File: src/rtl/trail_writer.sv
// Write-side master for the shared frame buffer: clears it to the background
// colour, then stamps the blue and red bike positions on every frame tick.
module trail_writer #(
  parameter int         H_RES      = 640,
  parameter int         V_RES      = 480,
  parameter logic [3:0] BG_COLOR   = 4'h0,
  parameter logic [3:0] BLUE_COLOR = 4'h1,
  parameter logic [3:0] RED_COLOR  = 4'h2
) (
  input  logic        Clk,
  input  logic        Reset,
  input  logic        frame_clk,
  input  logic        clear_req,
  input  logic [9:0]  Blue_X,
  input  logic [9:0]  Blue_Y,
  input  logic [9:0]  Red_X,
  input  logic [9:0]  Red_Y,
  input  logic        blue_alive,
  input  logic        red_alive,
  output logic [18:0] write_address,
  output logic [15:0] Data_Out,
  output logic        WE,
  output logic        busy,
  output logic        clear_done
);

  localparam int          HALF  = H_RES / 2;
  localparam logic [18:0] LAST  = 19'(HALF * V_RES - 1);
  localparam logic [9:0]  H_LIM = 10'(H_RES);
  localparam logic [9:0]  V_LIM = 10'(V_RES);

  typedef enum logic [1:0] {CLEAR, IDLE, WR_BLUE, WR_RED} state_t;

  state_t      state_q;
  logic [18:0] cnt_q;
  logic        clear_pend_q;
  logic        fsync1_q, fsync2_q, fprev_q;
  logic [9:0]  bx_q, by_q, rx_q, ry_q;
  logic        balive_q, ralive_q;
  logic [18:0] addr_q;
  logic [15:0] data_q;
  logic        we_q, busy_q, clear_done_q;
  logic        frame_tick;

  assign frame_tick = fsync2_q & ~fprev_q;

  function automatic logic [18:0] word_addr(input logic [9:0] x, input logic [9:0] y);
    return 19'(y) * 19'(HALF) + 19'(x[9:1]);
  endfunction

  function automatic logic [15:0] word_of(input logic [3:0] c);
    return {4'h0, c, 4'h0, c};
  endfunction

  function automatic logic on_screen(input logic [9:0] x, input logic [9:0] y);
    return (x < H_LIM) && (y < V_LIM);
  endfunction

  always_ff @(posedge Clk or posedge Reset) begin
    if (Reset) begin
      state_q      <= CLEAR;
      cnt_q        <= '0;
      clear_pend_q <= 1'b0;
      fsync1_q     <= 1'b0;
      fsync2_q     <= 1'b0;
      fprev_q      <= 1'b0;
      bx_q         <= '0;
      by_q         <= '0;
      rx_q         <= '0;
      ry_q         <= '0;
      balive_q     <= 1'b0;
      ralive_q     <= 1'b0;
      addr_q       <= '0;
      data_q       <= '0;
      we_q         <= 1'b0;
      busy_q       <= 1'b0;
      clear_done_q <= 1'b0;
    end else begin
      fsync1_q     <= frame_clk;
      fsync2_q     <= fsync1_q;
      fprev_q      <= fsync2_q;
      clear_done_q <= 1'b0;
      case (state_q)
        CLEAR: begin
          we_q   <= 1'b1;
          addr_q <= cnt_q;
          data_q <= word_of(BG_COLOR);
          busy_q <= 1'b1;
          if (cnt_q == LAST) begin
            cnt_q        <= '0;
            state_q      <= IDLE;
            clear_done_q <= 1'b1;
            busy_q       <= 1'b0;
          end else begin
            cnt_q <= cnt_q + 19'd1;
          end
        end
        IDLE: begin
          we_q <= 1'b0;
          // A clear request beats a simultaneous tick; the tick is lost.
          if (clear_req || clear_pend_q) begin
            clear_pend_q <= 1'b0;
            state_q      <= CLEAR;
            busy_q       <= 1'b1;
          end else if (frame_tick) begin
            bx_q     <= Blue_X;
            by_q     <= Blue_Y;
            rx_q     <= Red_X;
            ry_q     <= Red_Y;
            balive_q <= blue_alive;
            ralive_q <= red_alive;
            state_q  <= WR_BLUE;
            busy_q   <= 1'b1;
          end
        end
        WR_BLUE: begin
          we_q <= balive_q && on_screen(bx_q, by_q);
          if (balive_q && on_screen(bx_q, by_q)) begin
            addr_q <= word_addr(bx_q, by_q);
            data_q <= word_of(BLUE_COLOR);
          end
          if (clear_req) clear_pend_q <= 1'b1;
          state_q <= WR_RED;
          busy_q  <= 1'b1;
        end
        default: begin
          we_q <= ralive_q && on_screen(rx_q, ry_q);
          if (ralive_q && on_screen(rx_q, ry_q)) begin
            addr_q <= word_addr(rx_q, ry_q);
            data_q <= word_of(RED_COLOR);
          end
          if (clear_req) clear_pend_q <= 1'b1;
          state_q <= IDLE;
          busy_q  <= 1'b0;
        end
      endcase
    end
  end

  assign write_address = addr_q;
  assign Data_Out      = data_q;
  assign WE            = we_q;
  assign busy          = busy_q;
  assign clear_done    = clear_done_q;

endmodule

File: config.mk
export PLATFORM = sky130hd
export DESIGN_NAME = trail_writer
export DESIGN_NICKNAME = d
export VERILOG_FILES = /design/src/rtl/trail_writer.sv
export SDC_FILE = /design/constraint.sdc
export NUM_CORES = 1
export LEC_CHECK = 0
export CORE_MARGIN = 5
export CORE_UTILIZATION = 59
export CTS_CLUSTER_SIZE = 20
export DETAILED_ROUTE_END_ITERATION = 7
export GPL_TIMING_DRIVEN = 0
export HOLD_SLACK_MARGIN = 0.06
export PLACE_DENSITY = 0.95
export SLEW_MARGIN = 20
export SYNTH_ARGS = -nofsm -noshare
export SYNTH_HDL_FRONTEND = slang
export SYNTH_SLANG_ARGS = --single-unit
File: constraint.sdc
create_clock -name Clk -period 7.1 [get_ports Clk]
set_input_delay 1.065 -clock Clk [delete_from_list [all_inputs] [get_ports Clk]]
set_output_delay 1.065 -clock Clk [all_outputs]
set_load 0.05 [all_outputs]
Yosys cells after proc, flatten, opt, wreduce, memory -nomap -nowiden
Index checks and enable logic that the tools add are counted.

operators by class
  multipliers = 2
  $add $sub $neg = 3
  magnitude comparators = 4
  muxes and demuxes = 21
  bitwise operators = 5
  reductions and logical operators = 12
  eq/ne operators = 7

operators by type and width
  cell                                                         count
  2-to-1 mux 19 bit                                            3
  one-hot mux 19 bit (3 select lines)                          1
  one-hot mux 16 bit (3 select lines)                          1
  adder 19 x 9 -> 19 bit                                       2
  2-to-1 mux 16 bit                                            2
  multiplier 10 x 3 -> 13 bit, second input constant           2
  less-than comparator 10 bit, second input constant           2
  less-than comparator 10 x 9 -> 1 bit, second input constant  2
  adder 19 x 1 -> 19 bit, second input constant                1
  equality test 19 x 18 -> 1 bit, second input constant        1
  AND reduction 3 bit                                          3
  2-to-1 mux 1 bit                                             7
  2-to-1 mux 2 bit                                             3
  != test 2 bit, second input constant                         3
  one-hot mux 1 bit (3 select lines)                           2
  one-hot mux 2 bit (3 select lines)                           1
  logical AND 1 bit                                            4
  inverter 1 bit                                               4
  != test 3 bit, second input constant                         1
  nonzero test 3 bit                                           1
  equality test 2 x 1 -> 1 bit, second input constant          1
  equality test 2 bit, second input constant                   1
  zero test 2 bit                                              1
  one-hot mux 1 bit (2 select lines)                           1
  other kinds (4)                                              4

word-level totals
  output and inout port bits = 38
  word-level logic and storage cells = 71
  input bits = 46
  register bits = 105

Logic depth before layout (Yosys ltp)
  depth after elaboration = 5
  mapped depth = 11
  depth with buffers taken out = 11

Worst setup path before layout
OpenSTA, ideal clock, no wires.

  path type = register to register
  start = register by_q[1]
  end = register addr_q[16], in the netlist write_address[16]
  stages on the path, launching flop included = 11
  library setup time = 0.129 ns
  clock period less this slack = 2.927 ns
  data arrival time = 2.798 ns
  path slack = 4.173 ns
  path buffers = 0
  data required time = 6.971 ns
  path through = dfrtp_1 > ha_1 > ha_1 > fa_1 > a211oi_1 > nor2_1 > a211o_1 > nor4_2 > xnor2_1 > a221oi_1 > a21oi_1

between the ends
  word-level cells in the longest chain between the ends = 5
  elaborated cells on any way between the ends = 9
  classes of those cells = add/sub: 1; mul: 1; order compare: 1; eq/ne: 1; mux: 2; reduce/logical: 3

ends and longest elaborated chain
  what                                                                            RTL line  source
  start: declaration                                                              38        logic [9:0] bx_q, by_q, rx_q, ry_q;
  start signal: assignment                                                        107       by_q <= Blue_Y;
  parallel branches: the longest is 5 deep, another holds adder 19 x 9 -> 19 bit  -
  end signal: assignment                                                          86        addr_q <= cnt_q;
  end signal: assignment                                                          119       addr_q <= word_addr(bx_q, by_q);
  end signal: assignment                                                          129       addr_q <= word_addr(rx_q, ry_q);
  end: declaration                                                                40        logic [18:0] addr_q;

Several ways; the timed one is not identified. The select of a mux whose other input is x is not followed.
A chain may end at the register's enable or synchronous reset.

Final worst setup path
Ends and elaborated chain as after synthesis.

==> impl_results.md <==
* M3 GR Usage at 5.16%
* Status: finished, final reports clean
* Core Region at 9280 um2
* Max IR drop VDD at 119 uV
* DR iter-0 viols at 292
* Final wirelength at 14,300 um
* Routing usage on met2 at 44.3%
* Clock Sinks at 89
* Cts repair resizes at 0
* Min-delay worst type: flop to flop
* HPWL Detailed at 10,900 um
* Die W at 108 um
* Pleak at 3.13 nW
* Post-synth top flop: dfrtp_1
* WL/cell at 18.2 um
* Cell Rows at 35
* Largest family of logic cells by synthesized area: simple AND/OR/NAND/NOR gates
* H-tree depth at 3
* Chip height at 108 um
* Cell count after placement at 773
* Crit start category: flop
* Post-Synth Adder-Cell Area at 11.2%
* Final period utilization at 46.4%
* Max clock buf depth at 2
* Slew margin rel. at 50.7%
* Post-Syn Instances at 563
* Layout cells sized above 1 at 14.1%
* Antenna viol nets, final at 0
* Most frequent cells in the layout: dfrtp_1, clkdlybuf4s50_1, nor2_1, ha_1, mux2_2
* Final Critical Period at 3.30 ns
* Grt ovf at 0
* DR pass1 iterations at 6
* XOR/XNOR Fraction of Synth Area at 5.74%
* Die area at 11,600 um2
* Met1 Track Usage GR at 30.8%
* Fin nets at 749
* Clk_lat worst skew at 0.38 ns
* GRT busiest layer: met2
* PD cells at 137 nW/um2
* Largest net degree at the start of global routing at 47
* Worst EP arrival at 3.55 ns
* Cts hold-fix bufs at 0
* CTS root buf: clkbuf_8
* Setup crit end kind: flop
* Tightest Pin Transition at 0.736 ns
* RD Place Congestion at 0.865
* Post-synth EDFFs at 0
* Post-DP Area at 6550 um2
* TritonCTS clock tree: done
* Critical path class: flop to flop
* Asr flop ratio synth at 100%
* Achievable Freq at 303 MHz
* Max_cap viols at 0
* RSZ-0062 raised after global routing: no
* Residual DRC at 0
* Commonest non-fill, non-tap cell in the layout: dfrtp_1
* Via count at 4,703
* Setup Buffers After CTS at 0
* WP data required at 7.36 ns
* Clock skew at 0.0140 ns
* Area delta synth->final at 19.9%
* IO Port Bufs at 69
* TritonCTS Buffers at 9
* YS warnings at 0
* CP max FO at 4
* Complex-gate fraction of the synthesized area at 14.4%
* Antenna violations before repair at 0
* Cell variety after synth at 65
* Final hold vios at 0
* Post-synthesis mux area share at 8.78%
* Mean Syn Cell Area at 10.0 um2
* Gr usage total at 25.5%
* Final core utilization at 72.7%
* Final Setup Violations at 0
* Antenna cells at 0
* Ports at 84
* Fill cell count at 700
* First-pass GRT wire length at 23,300 um
* Vias in the first global route at 4,832
* Post-Syn Area at 5630 um2
* Final instance area at 6750 um2
* Setup TNS at 0 ns
* Post-synthesis sequential area ratio at 39.6%
* Finished Layout Cells at 789
* Initial Util at 60.6%
* Post-Synth Simple-Gate Area at 15.2%
* #FFs+latches synth at 89
* Vias/cell at 5.96
* Max Slew Vio Count at 0
* Clk slew on worst S/H paths at 0.10 ns
## final cells by class
| class | instances | area, um2 | share of cell area, % |
|---|---|---|---|
| Timing Repair Buffer | 70 | 718 | 10.6 |
| Sequential cell | 89 | 2230 | 33.0 |
| Multi-Input combinational cell | 429 | 3160 | 46.8 |
| Clock buffer | 9 | 124 | 1.84 |
| Tap cell | 129 | 161 | 2.39 |
| Buffer | 34 | 200 | 2.97 |
| Clock inverter | 7 | 73.8 | 1.09 |
| Inverter | 22 | 85.1 | 1.26 |
## power by group
part	leakage (nW)	switching, mW	total (mW)	internal [mW]
Clock	0.0942	0.222	0.360	0.138
Sequential	1.20	0.000368	0.508	0.507
Combinational	1.83	0.0284	0.0554	0.0270
## final timing paths
kind                       slack, ns                       endpoint           startpoint  cells past startpoint
max                             3.80  write_address[16]$_DFFE_PP0P_  by_q[1]$_DFFE_PP0P_                     10
min                             0.36             fsync2_q$_DFF_PP0_   fsync1_q$_DFF_PP0_                      0
max reg2reg                     3.80  write_address[16]$_DFFE_PP0P_  by_q[1]$_DFFE_PP0P_                     10
min reg2reg                     0.36             fsync2_q$_DFF_PP0_   fsync1_q$_DFF_PP0_                      0
max in group asynchronous       5.37            rx_q[7]$_DFFE_PP0P_                Reset                      3
min in group asynchronous       1.09   write_address[0]$_DFFE_PP0P_                Reset                      2
## critical path, stage by stage, from the launching register on
cell,delay (ns)
dfrtp_1,0.45
ha_1,0.31
ha_1,0.26
fa_1,0.46
a211oi_1,0.40
nor2_1,0.12
a211o_1,0.35
nor4_2,0.25
xnor2_1,0.12
a221oi_1,0.34
a21oi_1,0.12
## layer usage
metal / part of all wire, % / vias to the layer above
li1: - / 2182
met1: 40 / 2284
met2: 50 / 203
met3: 7.8 / 34
met4: 2.9 / 0
met5: 0 / -
## logic make-up after synthesis
group | count (synthesis)
DFF | 89
and+or+nand+nor | 166
muxes | 44
other | 1
AOI/OAI and AO/OA | 123
xor gates and xnor gates | 36
adders and majority gates | 48
buffers and inverters | 56
## synth_stat cells (all sizes together), types with 13 or more instances
library cell,number,area [um2]
xnor2,23,201
nand2,42,158
dfrtp,89,2230
inv,22,82.6
ha,44,551
buf,24,163
xor2,13,121
o21ai,37,185
nor2,44,165
nand3,17,85.1
a21oi,28,140
mux2,43,484
## stage by stage
step / setup slack [ns] / hold slack [ns] / total power, mW
after floorplan: 3.73 / 0.331 / 0.544
after global placement: 2.52 / 0.332 / 0.570
after detailed placement: 3.82 / 0.336 / 0.574
after CTS: 3.79 / 0.360 / 0.923
after global routing: 3.63 / 0.364 / 0.946
final: 3.80 / 0.357 / 0.923
## state kept, by name, indices dropped and copies added (netlist names)
| register | cells |
|---|---|
| ralive_q | 1 |
| WE | 1 |
| rx_q | 9 |
| by_q | 10 |
| write_address | 19 |
| fsync1_q | 1 |
| Data_Out | 2 |
| fsync2_q | 1 |
| balive_q | 1 |
| ry_q | 10 |
| fprev_q | 1 |
| busy | 1 |
| clear_done | 1 |
| cnt_q | 19 |
| clear_pend_q | 1 |
| state_q | 2 |
| bx_q | 9 |
Note: power is estimated with default switching activity, not from simulation.
